### src/rtl/sm_pkg.sv
// rtl/sm_pkg.sv - shared SM constants and warp typedefs
package sm_pkg;

  localparam int NUM_WARP   = 8;
  localparam int DEPTH_WARP = 3;
  localparam int INST_WIDTH = 64;

  typedef logic [NUM_WARP-1:0]   warp_mask_t;
  typedef logic [DEPTH_WARP-1:0] wid_t;

endpackage

### src/rtl/sm_rr_arbiter.sv
// rtl/sm_rr_arbiter.sv - combinational round-robin find-first starting at ptr_i
module sm_rr_arbiter #(
  parameter int N = 8,
  parameter int W = 3
) (
  input  logic [N-1:0] req_i,
  input  logic [W-1:0] ptr_i,
  output logic [N-1:0] onehot_o,
  output logic [W-1:0] idx_o,
  output logic         valid_o
);

  logic [W-1:0] cand;

  always_comb begin
    onehot_o = '0;
    idx_o    = '0;
    valid_o  = 1'b0;
    cand     = '0;
    for (int i = 0; i < N; i++) begin
      cand = W'((int'(ptr_i) + i) % N);
      if (!valid_o && req_i[cand]) begin
        valid_o        = 1'b1;
        onehot_o[cand] = 1'b1;
        idx_o          = cand;
      end
    end
  end

endmodule

### src/rtl/sm_warp_scheduler.sv
// rtl/sm_warp_scheduler.sv - round-robin issue scheduler with single-entry output stage
module sm_warp_scheduler
  import sm_pkg::*;
(
  input  logic                  clk,
  input  logic                  rst,
  input  logic [NUM_WARP-1:0]   inst_buffer_has_data_i,
  input  logic [NUM_WARP-1:0]   sb_ready_i,
  output logic [NUM_WARP-1:0]   warp_to_issue_oh_o,
  input  logic [INST_WIDTH-1:0] ibuf_inst_i,
  input  logic [DEPTH_WARP-1:0] ibuf_wid_i,
  output logic                  ibuffer_signals_valid_o,
  output logic                  issue_valid_o,
  input  logic                  issue_ready_i,
  output logic [INST_WIDTH-1:0] issue_inst_o,
  output logic [DEPTH_WARP-1:0] issue_wid_o,
  output logic                  sb_reserve_valid_o,
  output logic [DEPTH_WARP-1:0] sb_reserve_wid_o
);

  logic [INST_WIDTH-1:0] issue_inst_q, issue_inst_d;
  wid_t                  issue_wid_q, issue_wid_d;
  logic                  issue_valid_q, issue_valid_d;
  logic                  sb_reserve_valid_q, sb_reserve_valid_d;
  wid_t                  sb_reserve_wid_q, sb_reserve_wid_d;
  wid_t                  rr_ptr_q, rr_ptr_d;
  warp_mask_t            inflight_mask_q, inflight_mask_d;

  warp_mask_t eligible;
  warp_mask_t arb_onehot;
  wid_t       grant_idx;
  logic       arb_valid;
  logic       can_accept;
  logic       grant_valid;
  warp_mask_t grant_oh;

  assign eligible = inst_buffer_has_data_i & sb_ready_i & ~inflight_mask_q;

  sm_rr_arbiter #(
    .N(NUM_WARP),
    .W(DEPTH_WARP)
  ) u_rr_arbiter (
    .req_i   (eligible),
    .ptr_i   (rr_ptr_q),
    .onehot_o(arb_onehot),
    .idx_o   (grant_idx),
    .valid_o (arb_valid)
  );

  always_comb begin
    can_accept  = ~issue_valid_q | issue_ready_i;
    grant_valid = can_accept & arb_valid;
    grant_oh    = grant_valid ? arb_onehot : '0;
  end

  always_comb begin
    issue_inst_d       = issue_inst_q;
    issue_wid_d        = issue_wid_q;
    issue_valid_d      = issue_valid_q;
    sb_reserve_valid_d = 1'b0;
    sb_reserve_wid_d   = sb_reserve_wid_q;
    rr_ptr_d           = rr_ptr_q;
    // The mask only has to cover the cycle the scoreboard needs to register
    // the reservation, so it is simply last cycle's grant.
    inflight_mask_d    = grant_oh;
    if (grant_valid) begin
      issue_inst_d       = ibuf_inst_i;
      issue_wid_d        = grant_idx;
      issue_valid_d      = 1'b1;
      sb_reserve_valid_d = 1'b1;
      sb_reserve_wid_d   = grant_idx;
      rr_ptr_d           = (grant_idx == wid_t'(NUM_WARP - 1)) ? '0 : grant_idx + 1'b1;
    end else if (issue_ready_i && issue_valid_q) begin
      issue_valid_d = 1'b0;
    end
  end

  always_ff @(posedge clk) begin
    if (rst) begin
      issue_inst_q       <= '0;
      issue_wid_q        <= '0;
      issue_valid_q      <= 1'b0;
      sb_reserve_valid_q <= 1'b0;
      sb_reserve_wid_q   <= '0;
      rr_ptr_q           <= '0;
      inflight_mask_q    <= '0;
    end else begin
      issue_inst_q       <= issue_inst_d;
      issue_wid_q        <= issue_wid_d;
      issue_valid_q      <= issue_valid_d;
      sb_reserve_valid_q <= sb_reserve_valid_d;
      sb_reserve_wid_q   <= sb_reserve_wid_d;
      rr_ptr_q           <= rr_ptr_d;
      inflight_mask_q    <= inflight_mask_d;
    end
  end

  a_wid_match: assert property (@(posedge clk) disable iff (rst)
    grant_valid |-> (ibuf_wid_i == grant_idx));

  assign warp_to_issue_oh_o      = grant_oh;
  assign ibuffer_signals_valid_o = |grant_oh;
  assign issue_valid_o           = issue_valid_q;
  assign issue_inst_o            = issue_inst_q;
  assign issue_wid_o             = issue_wid_q;
  assign sb_reserve_valid_o      = sb_reserve_valid_q;
  assign sb_reserve_wid_o        = sb_reserve_wid_q;

endmodule

### config.mk
export PLATFORM = sky130hd
export DESIGN_NAME = sm_warp_scheduler
export DESIGN_NICKNAME = d
export VERILOG_FILES = /design/src/rtl/sm_pkg.sv /design/src/rtl/sm_rr_arbiter.sv /design/src/rtl/sm_warp_scheduler.sv
export SDC_FILE = /design/constraint.sdc
export NUM_CORES = 1
export LEC_CHECK = 0
export CAP_MARGIN = 20
export CORE_ASPECT_RATIO = 1.2
export CORE_UTILIZATION = 35
export DETAILED_ROUTE_END_ITERATION = 6
export PLACE_DENSITY = 0.76
export SLEW_MARGIN = 0
export SYNTH_ARGS = -nofsm -noshare
export SYNTH_HDL_FRONTEND = slang
export SYNTH_HIERARCHICAL = 1
export SYNTH_SLANG_ARGS = --single-unit
### constraint.sdc
create_clock -name clk -period 4.89 [get_ports clk]
set_input_delay 0.978 -clock clk [delete_from_list [all_inputs] [get_ports clk]]
set_output_delay 0.978 -clock clk [all_outputs]
set_load 0.005 [all_outputs]
==> impl_metrics.json <==
{
  "globalRouteOverflowTotal": 0,
  "switching_power_w": 0.00171,
  "worst-endpoint-required_ns": 3.91,
  "final_antenna_net_count": 0,
  "synth.net_count": 617,
  "synth.area.top_cells": "sky130_fd_sc_hd__dfxtp_1 (36%), sky130_fd_sc_hd__a21oi_1 (8.9%), sky130_fd_sc_hd__o21ai_0 (8.2%), sky130_fd_sc_hd__nand3_1 (7.8%), sky130_fd_sc_hd__mux2i_1 (3.0%)",
  "clockBufferDepth": 2,
  "path_clk_slew_ns": 0.06,
  "synthCells": 523,
  "die-height_microns": 125,
  "timing_max_transition_violations_final": 0,
  "cp-end-kind": "output port",
  "synth_edf_count": 0,
  "fin_worst_skew_ns": 0.00943,
  "final_hold_viol_count": 0,
  "synth_largest_type_area_fraction": 0.363,
  "layout-drive-gt1-share": 0.231,
  "grt_start_max_net_pins": 72,
  "h_tree_levels": 3,
  "ys_seq_area_frac": 0.363,
  "pwr-share-clk": 0.150,
  "setup_viol": 0,
  "clk_root_buffer_cell": "sky130_fd_sc_hd__clkbuf_16",
  "slew_headroom": 0.510,
  "power.leakage_nw": 2.82,
  "grtUsageTotal": 0.224,
  "cts_tree": "done",
  "syn-mean-instance-area_sq_um": 8.43,
  "drc_errors": 0,
  "layout.cell_area.non_filler_sq_um": 7080,
  "syn2layout_area_growth_pct": 60.6,
  "routabilityCongestion": 0.926,
  "placed_area_sq_um": 6360,
  "ys_async_sr_fraction": 0,
  "die_x_microns": 104,
  "setup.worst_path.class": "in2out",
  "filler_cell_count": 1036,
  "switching_share": 0.397,
  "insertion_delay_ns": 0.34,
  "power_dens_cells_nw_per_um2": 609,
  "detailroute.via_count": 4874,
  "leading_register_cell_type_out_of_synthesis": "sky130_fd_sc_hd__dfxtp_1",
  "drt_pass1_iterations": 5,
  "intPower_w": 0.00260,
  "wirelength_microns": 14700,
  "routedWlPerCell_microns": 16.8,
  "vias_per_cell": 5.56,
  "post-route-period-util": 0.985,
  "antenna_found_initial": 0,
  "seqCellArea_sq_um": 1600,
  "global_route_wire_length_before_repair_microns": 23800,
  "worst-path-max-fanout": 5,
  "count_of_port_buffers_added_during_placement": 163,
  "antenna_cells": 0,
  "worstSetupStartpointType": "input port",
  "post-dp-hpwl_microns": 9900,
  "crit_arrival_ns": 3.84,
  "finish.net_count": 804,
  "multi_input_area_sq_um": 2800,
  "syn_area_sq_um": 4410,
  "synth.largest_area_cell": "sky130_fd_sc_hd__dfxtp_1",
  "dieArea_sq_um": 13100,
  "drtIter0Drc": 327,
  "max-cap-violations": 0,
  "vdd.ir_drop.worst_mv": 0.301,
  "outcome": "finished clean",
  "placeableCoreArea_sq_um": 12200,
  "timing.hold.worst.class": "reg2reg",
  "synth_warnings": 6,
  "total_power_w": 0.00431,
  "layout.cells.most_common": "sky130_fd_sc_hd__clkdlybuf4s50_1",
  "number_of_placed_i_o_pins": 167,
  "starting_utilization_of_the_core_area": 0.362,
  "grt_pass1_vias": 4900,
  "flip_flop_and_latch_count_after_synthesis": 80,
  "seqPwrFrac": 0.203,
  "postLayoutCoreUtil": 0.582,
  "holdBufCountCts": 0,
  "fin_setup_tns_ns": 0,
  "placementRows": 44,
  "period_needed_ns": 4.82,
  "mostFrequentLayoutCells": "sky130_fd_sc_hd__clkdlybuf4s50_1 (137), sky130_fd_sc_hd__dfxtp_1 (80), sky130_fd_sc_hd__a21oi_1 (77)",
  "achievable-frequency_ghz": 0.208,
  "tritoncts.num_buffers": 9,
  "cts_num_sinks": 80,
  "combPwrFrac": 0.647,
  "worstMarginPinSlew_ns": 0.735,
  "yosysUniqueCellTypes": 59
}
## area by class of cell
type,count,share of cell area
clock buffer,10,0.0338
inverter,7,0.00371
sequential,80,0.226
clock inverter,6,0.00707
tap,161,0.0285
timing repair buffer,230,0.306
multi-input combinational,382,0.395
## repair_timing
action | 4_1_cts | 5_1_grt
pin swaps | 18 | 16
endpoints found under the setup margin | 9 | 8
gates resized for setup | 88 | 18
setup buffers | 11 | 3
## registers in the layout (all words and copies together), names as in the netlist
| name | cells |
|---|---|
| inflight_mask_q | 8 |
| issue_inst_o | 64 |
| issue_valid_o | 1 |
| rr_ptr_q | 3 |
| sb_reserve_valid_o | 1 |
| sb_reserve_wid_o | 3 |
## Yosys cell counts (all sizes together), types with 3 or more instances
| cell | number |
|---|---|
| o221ai | 3 |
| o21ai | 76 |
| a22o | 4 |
| a21oi | 78 |
| dfxtp | 80 |
| nand2 | 19 |
| a221o | 5 |
| clkbuf | 32 |
| a31oi | 6 |
| and3 | 10 |
| buf | 22 |
| nor3b | 9 |
| mux4 | 5 |
| nor3 | 5 |
| mux2 | 18 |
| a221oi | 3 |
| nor2 | 17 |
| nor4 | 4 |
| inv | 6 |
| nand3 | 69 |
| ha | 8 |
| mux2i | 14 |
## critical path, cell delays in order
cell and delay [ns]:
sky130_fd_sc_hd__dlygate4sd2_1 0.24, sky130_fd_sc_hd__nand2_2 0.08, sky130_fd_sc_hd__nor2_4 0.05, sky130_fd_sc_hd__buf_4 0.13
sky130_fd_sc_hd__mux2_4 0.27, sky130_fd_sc_hd__mux4_2 0.54, sky130_fd_sc_hd__nor4b_4 0.29, sky130_fd_sc_hd__buf_6 0.19
sky130_fd_sc_hd__a31oi_4 0.10, sky130_fd_sc_hd__mux2i_1 0.27, sky130_fd_sc_hd__mux2_4 0.23, sky130_fd_sc_hd__buf_4 0.11
sky130_fd_sc_hd__and3_1 0.13, sky130_fd_sc_hd__dlygate4sd2_1 0.22
## metrics by stage
step / setup WS [ns] / std cells / hold WS (ns)
floorplan: 0.257 / 523 / 0.468
global placement: -0.540 / 845 / 0.460
detailed placement: -0.624 / 845 / 0.468
CTS: -0.0659 / 872 / 0.476
global route: -0.0362 / 876 / 0.503
finish: 0.0750 / 876 / 0.474
## per-layer routing
layer  GRT usage  share of wire  routed length, microns  up-vias
met5           0              0                       0        -
met4      0.0874          0.028                     405        0
met3      0.0589          0.070                    1030       30
met2       0.401           0.52                    7660      208
met1       0.251           0.38                    5600     2344
li1            -              -                       -     2292
## final timing paths
| kind | from | to | slack (ns) | cells after the start |
|---|---|---|---|---|
| max | sb_ready_i[5] | warp_to_issue_oh_o[4] | 0.07 | 14 |
| min | issue_inst_o[3]$_SDFFE_PP0N_ | issue_inst_o[3]$_SDFFE_PP0N_ | 0.47 | 2 |
| max reg2reg | rr_ptr_q[1]$_SDFFE_PP0N_ | rr_ptr_q[0]$_SDFFE_PP0N_ | 0.66 | 16 |
| min reg2reg | issue_inst_o[3]$_SDFFE_PP0N_ | issue_inst_o[3]$_SDFFE_PP0N_ | 0.47 | 2 |
## power groups by stage
| stage | clock network (W) | registers [W] | logic, W |
|---|---|---|---|
| 4_1_cts | 0.000662 | 0.000878 | 0.00263 |
| 3_5_place_dp | 0 | 0.000879 | 0.00236 |
| 3_3_place_gp | 0 | 0.000872 | 0.00230 |
| 6_report | 0.000645 | 0.000878 | 0.00279 |
| 5_1_grt | 0.000684 | 0.000893 | 0.00300 |
| 2_1_floorplan | 0 | 0.000886 | 0.00136 |
## cells by family (layout without fill, tap and decap cells)
kind of cell	Yosys count	in the layout	share of synthesized area
buffers and inverters	61	253	0.0698
multiplexers	37	37	0.112
flip-flops	80	80	0.363
AND/OR/NAND/NOR	146	146	0.177
adder cells (fa/ha/maj)	8	8	0.0227
XOR/XNOR	4	4	0.00965
AO/OA/AOI/OAI	187	187	0.246
(Power assumes the default switching activity.)
